## src/rtl/vga_pkg.sv

```systemverilog
// Shared VGA geometry, colour constants and lane-renderer FSM states.
package vga_pkg;
  localparam int SCREEN_W = 160;
  localparam int SCREEN_H = 120;
  localparam int X_W      = 8;
  localparam int Y_W      = 7;
  localparam int COLOUR_W = 3;

  localparam logic [COLOUR_W-1:0] COLOUR_BLACK  = 3'b000;
  localparam logic [COLOUR_W-1:0] COLOUR_YELLOW = 3'b110;

  typedef enum logic [1:0] {
    IDLE  = 2'd0,
    ERASE = 2'd1,
    DRAW  = 2'd2,
    DONE  = 2'd3
  } lane_state_t;
endpackage

```

## src/rtl/rect_sweep_counter.sv

```systemverilog
// Raster walker over a NOTE_W x NOTE_H footprint; dy carries the absolute 9-bit row.
module rect_sweep_counter #(
  parameter int NOTE_W = 8,
  parameter int NOTE_H = 4
) (
  input  logic       clk,
  input  logic       resetn,
  input  logic       start,
  input  logic [7:0] base_y,
  output logic [3:0] dx,
  output logic [8:0] dy,
  output logic       last,
  output logic       active
);
  localparam logic [3:0] COL_LAST = 4'(NOTE_W - 1);
  localparam logic [3:0] ROW_LAST = 4'(NOTE_H - 1);

  logic [3:0] row_off;

  assign last = active && (dx == COL_LAST) && (row_off == ROW_LAST);

  // start wins over the running sweep so the draw pass can chain directly onto erase
  always_ff @(posedge clk) begin
    if (!resetn) begin
      active  <= 1'b0;
      dx      <= '0;
      dy      <= '0;
      row_off <= '0;
    end else if (start) begin
      active  <= 1'b1;
      dx      <= '0;
      dy      <= {1'b0, base_y};
      row_off <= '0;
    end else if (active) begin
      if (dx == COL_LAST) begin
        dx <= '0;
        if (row_off == ROW_LAST) begin
          active <= 1'b0;
        end else begin
          row_off <= row_off + 4'd1;
          dy      <= dy + 9'd1;
        end
      end else begin
        dx <= dx + 4'd1;
      end
    end
  end
endmodule

```

## src/rtl/note_lane_renderer.sv

```systemverilog
// One lane: per frame, erase the previous note rectangle then draw the new one.
module note_lane_renderer
  import vga_pkg::*;
#(
  parameter logic [X_W-1:0]      LANE_X      = 8'd20,
  parameter int                  NOTE_W      = 8,
  parameter int                  NOTE_H      = 4,
  parameter logic [COLOUR_W-1:0] NOTE_COLOUR = COLOUR_YELLOW,
  parameter logic [COLOUR_W-1:0] BG_COLOUR   = COLOUR_BLACK
) (
  input  logic                clk,
  input  logic                resetn,
  input  logic                frame_tick,
  input  logic [7:0]          note_y,
  output logic [X_W-1:0]      vga_x,
  output logic [Y_W-1:0]      vga_y,
  output logic [COLOUR_W-1:0] vga_colour,
  output logic                vga_plot,
  output logic                busy,
  output logic                done,
  output logic                overrun
);
  lane_state_t state, state_next;

  logic [7:0] new_y;
  logic [7:0] old_y;
  logic       old_valid;
  logic       sweep_start;
  logic [7:0] sweep_base;
  logic [3:0] dx;
  logic [8:0] dy;
  logic       last;
  logic       active;

  rect_sweep_counter #(
    .NOTE_W (NOTE_W),
    .NOTE_H (NOTE_H)
  ) u_sweep (
    .clk    (clk),
    .resetn (resetn),
    .start  (sweep_start),
    .base_y (sweep_base),
    .dx     (dx),
    .dy     (dy),
    .last   (last),
    .active (active)
  );

  always_ff @(posedge clk) begin
    if (!resetn) state <= IDLE;
    else         state <= state_next;
  end

  // The erase sweep starts from IDLE on old_y; the draw sweep restarts on new_y at erase end
  always_comb begin
    state_next  = state;
    sweep_start = 1'b0;
    sweep_base  = (state == IDLE) ? old_y : new_y;
    unique case (state)
      IDLE: begin
        if (frame_tick) begin
          state_next  = ERASE;
          sweep_start = 1'b1;
        end
      end
      ERASE: begin
        if (last) begin
          state_next  = DRAW;
          sweep_start = 1'b1;
        end
      end
      DRAW: begin
        if (last) state_next = DONE;
      end
      DONE: state_next = IDLE;
      default: state_next = IDLE;
    endcase
  end

  assign busy = (state != IDLE);

  always_ff @(posedge clk) begin
    if (state == IDLE && frame_tick) new_y <= note_y;
  end

  always_ff @(posedge clk) begin
    if (!resetn) begin
      old_y      <= '0;
      old_valid  <= 1'b0;
      done       <= 1'b0;
      overrun    <= 1'b0;
      vga_x      <= '0;
      vga_y      <= '0;
      vga_colour <= '0;
      vga_plot   <= 1'b0;
    end else begin
      done <= (state == DONE);
      if (state == DONE) begin
        old_y     <= new_y;
        old_valid <= 1'b1;
      end
      if (frame_tick && state != IDLE) overrun <= 1'b1;
      // Clipped rows still consume their slot; only the strobe is withheld
      if (active && (state == ERASE || state == DRAW)) begin
        vga_x      <= LANE_X + {4'b0000, dx};
        vga_y      <= dy[Y_W-1:0];
        vga_colour <= (state == DRAW) ? NOTE_COLOUR : BG_COLOUR;
        vga_plot   <= (dy < 9'(SCREEN_H)) && (state == DRAW || old_valid);
      end else begin
        vga_plot <= 1'b0;
      end
    end
  end
endmodule

```

## config.mk

```make
export PLATFORM = sky130hd
export DESIGN_NAME = note_lane_renderer
export DESIGN_NICKNAME = d
export VERILOG_FILES = /design/src/rtl/vga_pkg.sv /design/src/rtl/rect_sweep_counter.sv /design/src/rtl/note_lane_renderer.sv
export SDC_FILE = /design/constraint.sdc
export NUM_CORES = 1
export LEC_CHECK = 0
export CAP_MARGIN = 20
export CORE_MARGIN = 2
export CORE_UTILIZATION = 30
export CTS_CLUSTER_DIAMETER = 40
export DETAILED_ROUTE_END_ITERATION = 16
export PLACE_DENSITY_LB_ADDON = 0.2
export SYNTH_ARGS = -nofsm -noshare
export SYNTH_HDL_FRONTEND = slang
export SYNTH_SLANG_ARGS = --single-unit
```

## constraint.sdc

```tcl
create_clock -name clk -period 2 [get_ports clk]
set_clock_uncertainty 0.2 [all_clocks]
set_input_delay 0.3 -clock clk [delete_from_list [all_inputs] [get_ports clk]]
set_output_delay 0.3 -clock clk [all_outputs]
set_load 0.01 [all_outputs]
```

======== Word level (Yosys, flattened, before mapping) ========
Index checks and enable logic that the tools add are counted.
word-level totals
  register bits ........................... 58
  input bits .............................. 11
  logic and storage cells ................. 66
operators by class
  add/sub/neg operators ................... 4
  order comparisons ....................... 1
  equality and inequality tests ........... 9
  multiplexer cells ....................... 18
  bitwise gates (word level) .............. 2
  reduce and logical (&&, ||, !) cells .... 17
operator list
  operator                                            count
  two-way mux 8 bit                                   5
  adder 9 x 1 -> 9 bit, second input constant         1
  < comparator 9 x 7 -> 1 bit, second input constant  1
  AND reduction 3 bit                                 3
  adder 4 x 1 -> 4 bit, second input constant         2
  != test 2 bit, second input constant                4
  one-hot mux 2 bit (4 select lines)                  1
  adder 5 x 4 -> 6 bit, first input constant          1
  logical AND 1 bit                                   6
  two-way mux 1 bit                                   6
  two-way mux 2 bit                                   3
  nonzero test 2 bit                                  3
  == test 2 bit, second input constant                2
  == test 4 x 2 -> 1 bit, second input constant       1
  == test 4 x 3 -> 1 bit, second input constant       1
  two-way mux 4 bit                                   1
  two-way mux 3 bit                                   1
  == test 2 x 1 -> 1 bit, second input constant       1
  zero test 2 bit                                     1
  logical OR 1 bit                                    2
  inverter 1 bit                                      2
  one-hot mux 1 bit (2 select lines)                  1
  AND reduction 2 bit                                 1
  OR reduction 2 bit                                  1

======== Logic depth before layout (Yosys ltp) ========
Gate-level depths: netlist of run 1.
  depth after elaboration ................. 7
  depth in mapped cells ................... 8

======== Modules after synthesis ========
Synthesis of run 1 repeated with hierarchy kept, for this count alone.
second synthesis, totals
  cell total of the unflattened synthesis .. 238
  area total of the unflattened synthesis .. 2433.6 µm²
modules (own cells, without submodules)
  module              times used  cells an instance  area an instance (µm²)  sequential area each (µm²)
  note_lane_renderer  1           141                1571.5                  800.8
  rect_sweep_counter  1           97                 862.1                   360.3

======== Least setup slack after synthesis of run 1 ========
OpenSTA, ideal clock, no wires.
  path type ............................... flip-flop to flip-flop
  start ................................... register u_sweep.dx[2]
  end ..................................... register u_sweep.dy[8]
  setup time .............................. 0.066 ns
  arrival time ............................ 1.589 ns
  setup slack ............................. 0.144 ns
  cell stages (with the launch flop) ...... 7
  path buffers ............................ 1
  path through ............................ dfxtp_1 > ha_1 > and3_1 > buf_6 > nand3_4 > or4_4 > a21oi_2
on the way
  longest elaborated chain between the ends .. 6
  elaborated cells on any way between the ends .. 7
  classes of those cells .................. 1 x eq/ne; 2 x mux; 4 x reduce/logical
ends and longest elaborated chain
  item                                line                                                RTL
  start: declaration                  rect_sweep_counter.sv:10                            output logic [3:0] dx,
  start signal: assignment            rect_sweep_counter.sv:44                            dx <= dx + 4'd1;
  == test 4 x 3 -> 1 bit *            rect_sweep_counter.sv:20, rect_sweep_counter.sv:35
  logical AND 1 bit (2 in series)     rect_sweep_counter.sv:20                            assign last = active && (dx == COL_LAST) && (row_off == ROW_LAST);
  two-way mux 1 bit                   note_lane_renderer.sv:67                            if (last) begin
  one-hot mux 1 bit (2 select lines)  note_lane_renderer.sv:59                            unique case (state)
  OR reduction 2 bit (no line)        n/a
  end signal: assignment              rect_sweep_counter.sv:32                            dy <= {1'b0, base_y};
  end signal: assignment              rect_sweep_counter.sv:41                            dy <= dy + 9'd1;
  end: declaration                    rect_sweep_counter.sv:11                            output logic [8:0] dy,
Every way passes the cells marked *; elsewhere a longest branch is shown, timed or not.
A chain may end at the register's enable or synchronous reset.

======== Final worst setup path of run 1 ========
  start ................................... register state[0]
  end ..................................... output busy
on the way
  longest elaborated chain between the ends .. 1
ends and longest elaborated chain
  item                      line                      RTL
  start: declaration        note_lane_renderer.sv:23  lane_state_t state, state_next;
  start signal: assignment  note_lane_renderer.sv:51  else state <= state_next;
  nonzero test 2 bit        note_lane_renderer.sv:80  assign busy = (state != IDLE);
  end: declaration          note_lane_renderer.sv:19  output logic busy,
No other way between the ends.

==> results of run 1 <==
==> power breakdown <==
part	total (W)	internal, W	switching, W
registers	0.00142	0.00129	0.000134
logic	0.00104	0.000518	0.000518
clock network	0.000736	0.000377	0.000360
==> synthesized netlist by cell type, types with 2 or more instances <==
master / count
edfxtp_1: 8
o211a_1: 3
buf_6: 2
xnor2_1: 7
mux2i_1: 11
buf_2: 3
nor2b_1: 9
a21boi_0: 12
o21ai_0: 12
inv_1: 5
dfxtp_1: 46
clkbuf_1: 7
nor2_1: 9
nand4_1: 4
a21oi_1: 13
buf_4: 5
and2_1: 2
xor2_1: 4
nor4_1: 2
nor3_1: 4
nand2_1: 35
nand3_1: 4
ha_1: 9
mux2_2: 8
==> area by class of cell <==
| type | instances | area (sq um) | share of cell area |
|---|---|---|---|
| clock buffers | 6 | 72.6 | 0.0238 |
| clock inverters | 2 | 38.8 | 0.0127 |
| inverters | 5 | 18.8 | 0.00616 |
| multi-input cells | 167 | 1170 | 0.382 |
| flip-flops and latches | 54 | 1160 | 0.382 |
| well taps | 102 | 128 | 0.0419 |
| repair buffers | 52 | 462 | 0.151 |
==> registers in the layout, indices dropped and copies added (netlist names) <==
register / count
u_sweep.active: 1
vga_colour: 1
u_sweep.row_off: 4
old_y: 8
old_valid: 1
u_sweep.dy: 9
vga_y: 7
overrun: 1
done: 1
state: 2
u_sweep.dx: 4
vga_plot: 1
vga_x: 6
new_y: 8
==> timing repair <==
item                       CTS  global route
resized for setup            3             8
setup endpoints to repair    1            14
buffers inserted             0             0
==> stage by stage <==
step           instance area (sq um)   util  hold slack (ns)  instances
2_1_floorplan                   2410      -            0.199        243
3_3_place_gp                    2900  0.375            0.253        380
3_5_place_dp                    2900  0.375            0.259        380
4_1_cts                         3010  0.390            0.272        388
5_1_grt                         3050  0.395            0.292        388
6_report                        3050  0.395            0.265        388
==> worst max-delay path: cells and delay by family, from the launching register on <==
family,cells,cell delay (ns)
flip-flops,1,0.35
adder cells (fa/ha/maj),1,0.27
buffers and inverters,3,0.49
==> path summary, 6_finish.rpt <==
check,depth (start not counted),to,slack [ns]
worst max register to register,6,u_sweep.dy[8],0.11
worst min-delay path,2,vga_y[3],0.27
worst max-delay path,4,busy,0.09
worst min register to register,2,vga_y[3],0.27
==> cells by family (layout without fill, tap and decap cells) <==
| logic type | after synthesis | count (layout) | share of synthesized area |
|---|---|---|---|
| compound gates | 47 | 47 | 0.129 |
| xor+xnor | 11 | 11 | 0.0401 |
| fa+ha+maj | 9 | 9 | 0.0469 |
| buf+inv | 22 | 65 | 0.0500 |
| flops | 54 | 54 | 0.483 |
| mux | 19 | 19 | 0.0833 |
| other cells | 1 | 3 | 0.00156 |
| simple gates | 78 | 78 | 0.166 |
==> layer usage <==
| layer | GRT usage | wire length, microns |
|---|---|---|
| met2 | 0.174 | 2210 |
| met1 | 0.173 | 2560 |
| met4 | 0.0294 | 22 |
| met5 | 0 | 0 |
| met3 | 0.0274 | 154 |
==> impl_metrics.csv, run 1 <==
group,metric,value,unit
run_status,status,"finished, final reports clean",
yosys,avgSynthCellArea,9.97,sq um
yosys,synth_edf_count,8,
timing,relSlewSlack,0.612,
clocking,cts_root_buf,"clkbuf_8",
routing,dr.pass1.iters,4,
routing,viasPerCell,4.39,
power,power_density,1050,nW/um^2
yosys,synth_ff_type,"dfxtp_1",
timing,report.final.slew_viol_count,0,
timing,fin_crit_sh,0.957,
die,die-area,8740,sq um
die,core,7730,sq um
yosys,yosysTopAreaCell,"dfxtp_1",
clocking,clockBufferDepth,2,
timing,rsz0062_at_grt,"false",
finish,nFillCells,798,
yosys,synth_seq_cells,54,
timing,setup_viol_count_final,0,
timing,fin_tns_setup,0,ns
worst_setup_path,cp_slowest_cell,"dfxtp_2",
clocking,clk_latency,0.30,ns
clocking,htree_levels,2,
grt,grt_util_all_layers,0.118,
power,leakage,1.11,nW
yosys,synthTopCellsByArea,"dfxtp_1, edfxtp_1, nand2_1",
clocking,clk_pin_slew,0.10,ns
worst_setup_path,cp-end-kind,"primary output",
placed_design,port_buffers,29,
clocking,cts_sinks,54,
grt,overflow,0,
yosys,synthArstFlopShare,0,
worst_setup_path,crit_start,"state[0]",
finish,final_common_cell,"dfxtp_1",
yosys,synth-seq-area-share,0.483,
yosys,yosys.area.top_type_share,0.383,
placed_design,pre_cts_ws,0.0576,ns
worst_setup_path,critPathMostFrequentCell,"inv_1",
worst_setup_path,cp.arrival,1.41,ns
worst_setup_path,rr_startpoint,"u_sweep.dx[3]",
worst_setup_path,worst_setup_path_start_kind,"register",
routing,routed_wl,4.94,mm
die,die_y,93.5,microns
grt,grt_max_degree,21,
finish,drive_above_1_share,0.178,
routing,vias,1705,
timing,period_minus_slack,1.91,ns
finish,final_cell_mix,"dfxtp_1, nand2_1, clkdlybuf4s50_1, buf_4, a21oi_1",
grt,first_global_vias,1646,
die,rows,32,
die,ios,33,
finish,final_nets,305,
routing,wl_per_cell,12.7,microns
routing,drtAntennaViolNets,0,
clocking,ctsHoldBuffers,0,
timing,hold_viol,0,
worst_setup_path,path_cells,"inv_1, ha_1, inv_1, dlygate4sd2_1",
worst_setup_path,critPathMaxFanout,4,
worst_setup_path,worstPathRequired,1.50,ns
yosys,ys_types,41,
grt,grt_first_pass_wirelength,8.08,mm
placed_design,gp_congestion,0.788,
worst_setup_path,path_class,"reg -> out",
timing,clock.fmax,0.522,GHz
yosys,ys_warn_count,0,
timing,tightest_slew,0.582,ns
worst_hold_path,hold_class,"reg -> reg",
finish,area_delta_synth_final,26.9,%
die,initial_core_util,0.311,
die,die-width,93.5,microns
flow_run,maxCapViolations,0,
routing,drt_iter0_drc,68,
finish,diodes,0,
power,p_total,0.00320,W
clocking,cts_tree,"yes",
grt,antenna_found_initial,0,
timing,finalWorstSetupSlack,0.0855,ns
power,irDropWorstVdd,0.000489,V
placed_design,dp_hpwl,3.74,mm
worst_hold_path,min-delay-start,"vga_y[3]",
yosys,synth_cells,241,
yosys,syn_area,2400,sq um
worst_setup_path,cpPeakStageDelay,0.35,ns
clocking,numCtsBuffers,5,
routing,drc,0,
(Power assumes the default switching activity.)
==> inputs of run 2 (changes only) <==
==> constraint.sdc (replaced) <==
create_clock -name clk -period 1.6 [get_ports clk]
set_clock_uncertainty 0.2 [all_clocks]
set_input_delay 0.24 -clock clk [delete_from_list [all_inputs] [get_ports clk]]
set_output_delay 0.24 -clock clk [all_outputs]
set_load 0.01 [all_outputs]
==> impl_metrics.csv, run 2 (synthesis results as in run 1) <==
group,metric,value,unit
run_status,status,"finished, violations left",
run_status,failed_checks,"negative setup slack",
routing,drt_iter0_drc,30,
die,die-area,8740,sq um
die,die-width,93.5,microns
grt,grt_first_pass_wirelength,8.99,mm
worst_setup_path,critPathMaxFanout,5,
timing,rsz0062_at_grt,"true",
timing,period_minus_slack,1.77,ns
die,core,7730,sq um
finish,fin_cells,421,
flow_run,maxCapViolations,0,
timing,fin_crit_sh,1.11,
timing,finalWorstSetupSlack,-0.169,ns
timing,hold_viol,0,
finish,top_register,"u_sweep.dy",
finish,final_common_cell,"buf_4",
grt,grt_util_all_layers,0.131,
grt,grt_max_degree,20,
worst_setup_path,timing.rr.end,"u_sweep.dy[8]",
finish,drive_above_1_share,0.345,
worst_setup_path,path_class,"reg -> reg",
finish,diodes,0,
worst_setup_path,cp_top_family,"simple AND/OR/NAND/NOR gates",
routing,drtAntennaViolNets,0,
worst_setup_path,path_cells,"inv_2, ha_4, buf_6, and3_4, nand3_4, or4_4, a21oi_2",
clocking,cts_tree,"yes",
placed_design,placed_cells,402,
power,leakage,1.37,nW
clocking,clk_latency,0.31,ns
grt,first_global_vias,1851,
worst_setup_path,cp_slowest_cell,"or4_4",
routing,routed_wl,5.46,mm
grt,antenna_found_initial,0,
worst_setup_path,crit_start,"u_sweep.dx[3]",
routing,drc,0,
clocking,cts_root_buf,"clkbuf_8",
placed_design,gp_congestion,0.783,
worst_setup_path,cp.arrival,1.82,ns
worst_setup_path,critPathCapture,"u_sweep.dy[8]",
timing,clock.fmax,0.565,GHz
die,rows,32,
finish,multi_input_area,1310,sq um
finish,final_cell_mix,"buf_4, dfxtp_1, nand2_1, dlygate4sd2_1, a21oi_1",
timing,report.final.slew_viol_count,0,
clocking,numCtsBuffers,5,
finish,top_regs,"u_sweep.dy x9, new_y x8, old_y x8",
worst_setup_path,cpPeakStageDelay,0.43,ns
routing,dr.pass1.iters,4,
grt,overflow,0,
die,ios,33,
finish,register_area,1170,sq um
power,irDropWorstVdd,0.000890,V
die,die_y,93.5,microns
finish,area_delta_synth_final,44.4,%
clocking,cts_sinks,54,
routing,viasPerCell,4.48,
clocking,htree_levels,2,
clocking,clk_pin_slew,0.10,ns
finish,largest_register_ffs,9,
worst_hold_path,min-delay-start,"vga_y[3]",
worst_setup_path,crit_buf_inv,2,
worst_setup_path,cp.depth,7,
worst_setup_path,worstPathRequired,1.65,ns
worst_setup_path,reg2reg_depth,7,
timing,setup_viol_count_final,19,
finish,final_nets,338,
power,power_density,1230,nW/um^2
placed_design,port_buffers,29,
routing,wl_per_cell,13.0,microns
power,p_total,0.00428,W
worst_setup_path,rrSetupSlack,-0.17,ns
worst_setup_path,worst_setup_path_start_kind,"register",
worst_setup_path,cp-end-kind,"register",
die,initial_core_util,0.311,
finish,nFillCells,752,
worst_hold_path,hold_class,"reg -> reg",
worst_setup_path,rr_startpoint,"u_sweep.dx[3]",
clocking,clockBufferDepth,2,
routing,vias,1884,
placed_design,dp_hpwl,3.92,mm
-- run 2: cell types whose count changed in the layout (fill, tap and decap cells not counted), sizes merged --
cell,before,now
a32oi,1,2
buf,23,56
bufinv,1,0
clkbuf,6,5
clkdlybuf4s50,28,10
clkinvlp,0,1
dlygate4sd2,1,18
inv,5,6
-- run 2: final cells by class --
type,count,area share
Multi-Input combinational cell,168,0.377
Sequential cell,54,0.339
Timing Repair Buffer,84,0.215
Tap cell,102,0.0368
Clock buffer,5,0.0198
Clock inverter,3,0.00721
Inverter,5,0.00541
-- run 2: repair_timing --
action                                  4_1_cts  5_1_grt
hold buffers                                  0        0
endpoints found under the setup margin       60       31
pin swaps                                    10        6
setup buffers                                 7        4
resized for setup                            41       13
gates cloned                                  0        2
-- run 2: metrics by stage --
stage | hold slack [ns] | utilization | setup WS, ns | setup TNS (ns) | instance area, sq um
2_1_floorplan | 0.139 | - | -0.0551 | -0.450 | 2530
3_3_place_gp | 0.234 | 0.414 | -0.249 | -5.15 | 3200
3_5_place_dp | 0.255 | 0.414 | -0.238 | -4.52 | 3200
4_1_cts | 0.267 | 0.438 | -0.140 | -1.36 | 3380
5_1_grt | 0.258 | 0.449 | -0.200 | -2.44 | 3470
6_report | 0.261 | 0.449 | -0.169 | -1.27 | 3470
-- run 2: where the power goes --
part | switching, W | leakage (nW) | internal [W] | total (W)
clock network | 0.000482 | 0.0447 | 0.000317 | 0.000800
registers | 0.000126 | 0.454 | 0.00161 | 0.00174
logic | 0.000802 | 0.875 | 0.000936 | 0.00174
-- run 2: how the worst min path moves through the flow --
stage | end | slack, ns | cells past startpoint
after CTS | new_y[1] | 0.27 | 1
after global placement | old_valid | 0.23 | 1
after global routing | new_y[1] | 0.26 | 1
final | vga_y[3] | 0.26 | 2
after detailed placement | old_valid | 0.25 | 1
after floorplan | new_y[0] | 0.14 | 0
-- run 2: worst register-to-register path, delay by kind of cell, from the launching register on --
family,cells,cell delay [ns]
simple gates,3,0.76
flops,1,0.34
compound gates,1,0.12
fa+ha+maj,1,0.14
buf+inv,2,0.16
-- run 2: layer usage --
layer / vias up / wire (microns) / track usage
li1: 983 / - / -
met1: 861 / 2700 / 0.186
met2: 35 / 2480 / 0.204
met3: 5 / 235 / 0.0266
met4: 0 / 37 / 0.0294
met5: - / 0 / 0
